--- config.mk ---
export PLATFORM = sky130hd
export DESIGN_NAME = nes_controller_emulator
export DESIGN_NICKNAME = d
export VERILOG_FILES = /design/src/rtl/nes_controller_emulator.sv
export SDC_FILE = /design/constraint.sdc
export NUM_CORES = 1
export LEC_CHECK = 0
export CORE_MARGIN = 8
export CORE_UTILIZATION = 44
export CTS_CLUSTER_SIZE = 24
export DETAILED_ROUTE_END_ITERATION = 16
export PLACE_DENSITY_LB_ADDON = 0.12
export SYNTH_ARGS = -nofsm -noshare
export SYNTH_HDL_FRONTEND = slang
export SYNTH_SLANG_ARGS = --single-unit
--- constraint.sdc ---
create_clock -name clk -period 1.4 [get_ports clk]
set_clock_uncertainty 0.05 [all_clocks]
set_input_delay 0.35 -clock clk [delete_from_list [all_inputs] [get_ports clk]]
set_output_delay 0.35 -clock clk [all_outputs]
set_load 0.02 [all_outputs]
--- src/rtl/nes_controller_emulator.sv ---
// -----------------------------------------------------------------------------
// nes_controller_emulator
//
// Emulates an NES (or SNES) game controller on the console side of the cable.
// The console strobes nes_latch to capture the button state, then clocks the
// bits out one at a time on nes_clk; nes_data is active-low (0 = pressed).
// Both console signals are asynchronous to clk and are synchronised
// internally before use.
//
// Configuration macro:
//   NES_CONTROLLER_EMULATOR_SNES_EN  defined   -> 16-bit SNES frame
//                                    undefined -> 8-bit NES frame (default)
//
// Parameters:
//   SYNC_STAGES  synchroniser depth on nes_latch / nes_clk (2..3)
//
// Ports:
//   clk         system clock, rising edge
//   rst_n       synchronous active-low reset
//   buttons     button states, 1 = pressed (NES uses [7:0], SNES [11:0])
//   nes_latch   console latch strobe (async)
//   nes_clk     console shift clock (async)
//   nes_data    registered serial data to the console, 0 = pressed
//   frame_done  one-cycle pulse when the last frame bit is presented
//   bit_index   shifts completed in the current frame, saturating
// -----------------------------------------------------------------------------
module nes_controller_emulator #(
  parameter int SYNC_STAGES = 2
) (
  input  logic        clk,
  input  logic        rst_n,
  input  logic [11:0] buttons,
  input  logic        nes_latch,
  input  logic        nes_clk,
  output logic        nes_data,
  output logic        frame_done,
  output logic [4:0]  bit_index
);

`ifdef NES_CONTROLLER_EMULATOR_SNES_EN
  localparam int FRAME_LEN = 16;
`else
  localparam int FRAME_LEN = 8;
`endif

  localparam logic [4:0] LAST_IDX = 5'(FRAME_LEN - 1);
  localparam logic [4:0] SAT_IDX  = 5'(FRAME_LEN);

  typedef enum logic [1:0] {
    IDLE,
    LOAD,
    SHIFT,
    DONE
  } state_t;

  state_t                 state, state_next;
  logic [FRAME_LEN-1:0]   shift_reg, shift_next;
  logic [FRAME_LEN-1:0]   load_vec;
  logic                   data_next;
  logic                   done_next;
  logic [4:0]             index_next;

  logic [SYNC_STAGES-1:0] latch_sync, clk_sync;
  logic                   latch_prev, clk_prev;
  logic                   latch_s, clk_s;
  logic                   latch_rise, clk_rise;

  // Frame image as the console will see it: active-low buttons, and on SNES
  // the four trailing controller-ID bits read as released.
  // shift_reg[0] is never read: nes_data is registered alongside the shift
  // register and already carries the bit being presented.
`ifdef NES_CONTROLLER_EMULATOR_SNES_EN
  assign load_vec = {4'hF, ~buttons};
  logic unused_sink;
  assign unused_sink = &{1'b0, shift_reg[0]};
`else
  assign load_vec = ~buttons[7:0];
  logic unused_sink;
  assign unused_sink = &{1'b0, buttons[11:8], shift_reg[0]};
`endif

  // ---------------------------------------------------------------------------
  // Synchronisers and edge-detect flops
  // ---------------------------------------------------------------------------
  // NOTE: sequential state uses non-blocking assignments so every flop samples
  // the pre-edge value of its neighbours, which is what makes the chain a
  // chain rather than a single wire.
  always_ff @(posedge clk) begin
    if (!rst_n) begin
      latch_sync <= '0;
      clk_sync   <= '0;
      latch_prev <= 1'b0;
      clk_prev   <= 1'b0;
    end else begin
      latch_sync <= {latch_sync[SYNC_STAGES-2:0], nes_latch};
      clk_sync   <= {clk_sync[SYNC_STAGES-2:0], nes_clk};
      latch_prev <= latch_s;
      clk_prev   <= clk_s;
    end
  end

  assign latch_s    = latch_sync[SYNC_STAGES-1];
  assign clk_s      = clk_sync[SYNC_STAGES-1];
  assign latch_rise = latch_s & ~latch_prev;
  // Shift clocks are only honoured while the latch is low; this also makes a
  // simultaneous latch rise win over a clock rise.
  assign clk_rise   = clk_s & ~clk_prev & ~latch_s;

  // ---------------------------------------------------------------------------
  // Next-state and datapath logic
  // ---------------------------------------------------------------------------
  // NOTE: every signal driven here gets a default first so no path through
  // the case leaves it unassigned, which would otherwise infer a latch.
  always_comb begin
    state_next = state;
    shift_next = shift_reg;
    data_next  = nes_data;
    index_next = bit_index;
    done_next  = 1'b0;

    if (latch_rise) begin
      // Load on the detect cycle itself so nes_data moves SYNC_STAGES+1
      // cycles after the pin edge; any frame in progress is dropped silently.
      state_next = LOAD;
      shift_next = load_vec;
      data_next  = load_vec[0];
      index_next = '0;
    end else begin
      unique case (state)
        IDLE: ;
        LOAD: begin
          if (!latch_s) begin
            // Latch has fallen: keep the snapshot taken last cycle.
            state_next = SHIFT;
          end else begin
            shift_next = load_vec;
            data_next  = load_vec[0];
            index_next = '0;
          end
        end
        SHIFT: begin
          if (clk_rise) begin
            shift_next = {1'b1, shift_reg[FRAME_LEN-1:1]};
            data_next  = shift_reg[1];
            index_next = bit_index + 5'd1;
            if (bit_index == LAST_IDX - 5'd1) begin
              done_next  = 1'b1;
              state_next = DONE;
            end
          end
        end
        DONE: begin
          // A real controller's shift register drains to 0 past the frame,
          // which the console reads as "pressed".
          if (clk_rise) begin
            data_next = 1'b0;
            if (bit_index != SAT_IDX) begin
              index_next = bit_index + 5'd1;
            end
          end
        end
        default: state_next = IDLE;
      endcase
    end
  end

  // ---------------------------------------------------------------------------
  // State and output registers
  // ---------------------------------------------------------------------------
  always_ff @(posedge clk) begin
    if (!rst_n) begin
      state      <= IDLE;
      shift_reg  <= '1;
      nes_data   <= 1'b1;
      frame_done <= 1'b0;
      bit_index  <= '0;
    end else begin
      state      <= state_next;
      shift_reg  <= shift_next;
      nes_data   <= data_next;
      frame_done <= done_next;
      bit_index  <= index_next;
    end
  end

endmodule

# --- Word level (Yosys, flattened, before mapping) ---
# Cells that the tools add are included.
totals:
  register_bits: 23
  in_bits: 16
  output_inout_bits: 7
  wordCells: 68
classes:
  n_addsub: 1
  n_eq_ne: 16
  mux: 20
  n_bitwise: 10
  reduce_logical: 11
op_table:
  columns: ["cell", "count"]
  rows:
  - ["$mux 8", 3]
  - ["$mux 5", 4]
  - ["$pmux 8 s2", 1]
  - ["$ne 3x3->1 const B", 5]
  - ["$pmux 5 s3", 1]
  - ["$ne 2x2->1 const B", 6]
  - ["$reduce_and 4->1", 3]
  - ["$not 8->8", 1]
  - ["$mux 1", 6]
  - ["$mux 2", 3]
  - ["$not 1->1", 6]
  - ["$reduce_bool 3->1", 2]
  - ["$add 5x1->5 const B", 1]
  - ["$eq 5x3->1 const B", 1]
  - ["$ne 5x4->1 const B", 1]
  - ["$reduce_and 5->1", 1]
  - ["$eq 2x2->1 const B", 2]
  - ["$pmux 2 s2", 1]
  - ["$reduce_bool 4->1", 1]
  - ["$reduce_or 4->1", 1]
  - ["$and 1x1->1", 3]
  - ["$pmux 1 s3", 1]
  - ["$reduce_and 3->1", 1]
  - ["$eq 2x1->1 const B", 1]
  - ["other kinds (2)", 2]

# --- Depth between registers and ports, before layout ---
logic_depth:
  depth_word: 6
  mapped_depth: 6
  ltp_nobuf: 6

# --- Worst setup path after synthesis ---
# OpenSTA, ideal clock, no wires.
synth_path:
  kind: "register to register"
  from: "reg bit_index[0]"
  to: "reg bit_index[0]"
  setup_ps: 121
  arrival_time_ps: 1329
  required_time_ps: 1229
  path_slack_ps: -100
  stages_incl_launch_ff: 6
  synth_period_minus_slack_ps: 1500
  path_cell_list: "dfxtp_1 > inv_1 > ha_1 > a41oi_2 > nor3b_2 > mux2_2"
synth_via:
  elab_chain_cells: 4
  word_cells_on_any_way: 8
  cone_classes: "add/sub: 1; eq/ne: 2; mux: 4; reduce/logical: 1"
synth_rtl:
  columns: ["element", "line", "text"]
  rows:
  - ["start, declared", "37", "output logic [4:0] bit_index"]
  - ["start signal, assigned", "182", "bit_index <= index_next;"]
  - ["$add 5x1->5", "145, 158", null]
  - ["$mux 5", "157", "if (bit_index != SAT_IDX) begin"]
  - ["$mux 5", "155", "if (clk_rise) begin"]
  - ["$pmux 5 s3", "129", "unique case (state)"]
# Several ways; a longest one is shown, not always the timed one. The select of a mux whose other input is x is not followed.
# A chain may end at the register's enable or synchronous reset.

# --- Worst setup path after layout ---
layout_path:
  from: "reg latch_sync[1]"
  to: "reg bit_index[0]"
layout_via:
  elab_chain_cells: 4
  word_cells_on_any_way: 8
  cone_classes: "eq/ne: 3; bitwise: 3; reduce/logical: 2"
layout_rtl:
  columns: ["element", "line", "text"]
  rows:
  - ["start, declared", "63", "logic [SYNC_STAGES-1:0] latch_sync, clk_sync;"]
  - ["start signal, assigned", "95", "latch_sync <= {latch_sync[SYNC_STAGES-2:0], nes_latch};"]
  - ["$not 1->1", "107", "assign clk_rise = clk_s & ~clk_prev & ~latch_s;"]
  - ["$and 1x1->1", "107", null]
  - ["$ne 2x2->1 (no source line)", null, null]
  - ["$reduce_and 5->1 (no source line)", null, null]
# Several ways; a longest one is shown, not always the timed one.

==> impl_metrics.yaml <==
run_status:
  status: "finished, violations left"
  violations: "negative setup slack"
clocking:
  numClockSinks: 22
  htree_levels: 1
  cts_tree: "yes"
  max-clock-path-buffers: 2
  clk_pin_slew_ns: 0.13
  cts_root_buf: "clkbuf_4"
  insertion_delay_ns: 0.31
  cts_buffers: 3
detailed_routing:
  wire_per_inst_um: 15.3
  drtAntennaViolNets: 0
  remaining_drc_errors: 0
  wl_mm: 2.76
  drt_pass1_iterations: 4
  drtIter0Drc: 56
  vias_per_cell: 5.52
  vias: 994
placement:
  place_ws_ns: -0.199
  dpl.cell_count: 173
  dp_hpwl_mm: 1.92
  io_buffers: 18
  gp_congestion: 0.812
die:
  die_area_sq_um: 4280
  die_w_um: 65.4
  core_sq_um: 2390
  dieHeight_um: 65.4
  initial_core_util_pct: 45.0
  row_count: 18
  num_io_pins: 23
sta:
  layout_worst_path_cycle_share_pct: 100
  rsz0062_at_grt: "yes"
  fin_ws_ns: -0.00284
  hold_ws_ns: 0.394
  setup-tns-final_ns: -0.00284
  tightest_slew_ns: 0.385
  post-route-min-period_ns: 1.40
  hold_violations: 0
  max_freq_ghz: 0.713
  relSlewSlack_pct: 74.4
  drv_slew: 0
  setup_viol: 1
worst_setup_path:
  r2r_cells: 4
  arrival_ns: 1.57
  cp.required_ns: 1.57
  reg2reg_setup_slack_ns: -0.003
  crit_path_max_fanout: 6
  worstSetupEndpointType: "flip-flop"
  critPathKind: "flip-flop to flip-flop"
  r2r_end: "bit_index[0]"
  critPathLaunchType: "flip-flop"
  r2r_start: "latch_sync[1]"
global_route:
  grt_max_degree: 17
  grt_pass1_vias: 968
  grt-ovfl-total: 0
  grt_pass1_wl_mm: 4.40
  grt_usage_pct: 12.7
  antenna_found_initial: 0
synth:
  synth_top_area_share_pct: 41.0
  synthDistinctLibCells: 41
  dominantRegCellSynth: "dfxtp_1"
  synth_cells: 113
  synth_seq_cells: 22
  async_flop_share_pct: 0
  synth_nets: 132
  ys_warn_count: 0
  yosys-top-cells-count: "dfxtp_1 (22), nand3_1 (15), o21ai_0 (7)"
  synth_area_leaders: "dfxtp_1 (41%), nand3_1 (7.0%), o221ai_1 (4.9%), and2_1 (3.5%), ha_1 (3.5%)"
  post-synth-top-count-cell: "dfxtp_1"
  synth_edf_count: 0
  syn_area_per_cell_sq_um: 9.51
  ys_seq_area_share_pct: 41.0
  yosysTopAreaCell: "dfxtp_1"
  syn-cell-area_sq_um: 1070
power_and_ir_drop:
  cellLeakagePower_nw: 0.589
  ir_drop_uv: 705
  power.density_nw_per_um2: 772
finish:
  drive_gt1_share_pct: 37.3
  antenna_cells: 0
  largest_reg_flops: 7
  final_nets: 170
  finalNonFillerCells: 180
  area_delta_synth_final_pct: 41.2
  fill_cells: 218
worst_hold_path:
  holdPathEnd: "clk_sync[1]"
  holdPathStages: 1
  min_path_type: "flip-flop to flip-flop"
  min_from: "clk_sync[0]"
flow_run:
  max_cap_viol_count: 0
==> worst max path at each step <==
stage,start,end,slack [ns],depth (start not counted)
2_1_floorplan,bit_index[0],bit_index[0],0.004,5
3_3_place_gp,rst_n,bit_index[0],-0.16,4
3_5_place_dp,rst_n,bit_index[0],-0.20,4
4_1_cts,bit_index[0],state[0],-0.14,7
5_1_grt,bit_index[0],state[0],-0.07,7
6_report,latch_sync[1],bit_index[0],-0.003,4
==> area by class of cell <==
cell class	count	area, sq um	area share, %
Inverter	4	15.0	0.989
Multi-Input combinational cell	83	676	44.5
Tap cell	30	37.5	2.47
Timing Repair Buffer	37	297	19.5
Clock buffer	4	36.3	2.39
Sequential cell	22	457	30.1
==> metrics by stage <==
stage          util (%)  cell area (sq um)  power, mW
6_report           63.6               1520       1.17
5_1_grt            63.6               1520       1.22
4_1_cts            60.7               1450       1.17
3_5_place_dp       58.1               1390      0.821
3_3_place_gp       58.1               1390      0.816
2_1_floorplan         -               1080      0.754
==> cells by family after synthesis <==
family                   Yosys count  synth area share (%)
AO/OA/AOI/OAI                     32                  21.8
XOR/XNOR                           1                 0.815
adder cells (fa/ha/maj)            3                  3.49
buffers and inverters              8                  3.96
flip-flops                        22                  41.0
multiplexers                       1                  1.05
AND/OR/NAND/NOR                   46                  27.9
==> cell usage in the layout (no fill, tap or decap), types with 2 or more instances in the layout <==
cell type	instances
buf_4	19
nand3_1	15
dfxtp_1	15
clkdlybuf4s50_1	11
o21ai_0	7
o221ai_1	6
and2_1	6
dfxtp_2	4
inv_1	3
nor2_2	3
nand2_1	3
a21oi_1	3
dfxtp_4	3
clkbuf_4	3
clkbuf_2	3
nand2b_1	2
nand2_2	2
nor3b_4	2
a22o_1	2
nand3b_1	2
a211oi_1	2
o21ai_1	2
nor2_1	2
ha_2	2
buf_2	2
==> power breakdown <==
part	total, mW	internal (mW)	leakage (nW)	switching (mW)
registers	0.660	0.643	0.184	0.0171
clock network	0.356	0.159	0.0210	0.197
logic	0.155	0.0830	0.384	0.0724
==> per-layer routing <==
layer	global-route usage (%)	wire [um]
met5	0	0
met4	4.09	23
met3	3.06	90
met2	21.0	1360
met1	15.8	1280
==> worst max-delay path: stages (launching register included) <==
cell	delay, ns
dfxtp_4	0.38
nand4bb_4	0.28
a41oi_4	0.25
nor3b_4	0.09
mux2_4	0.27
==> repair_timing <==
| item | CTS | global route |
|---|---|---|
| endpoints found under the setup margin | 14 | 18 |
| pin swaps | 1 | 7 |
| hold endpoints to repair | 0 | 0 |
| resized for setup | 19 | 25 |
| cloned | 0 | 0 |
| buffers inserted | 0 | 4 |
| hold buffers | 0 | 0 |
Note: power is estimated with default switching activity, not from simulation.
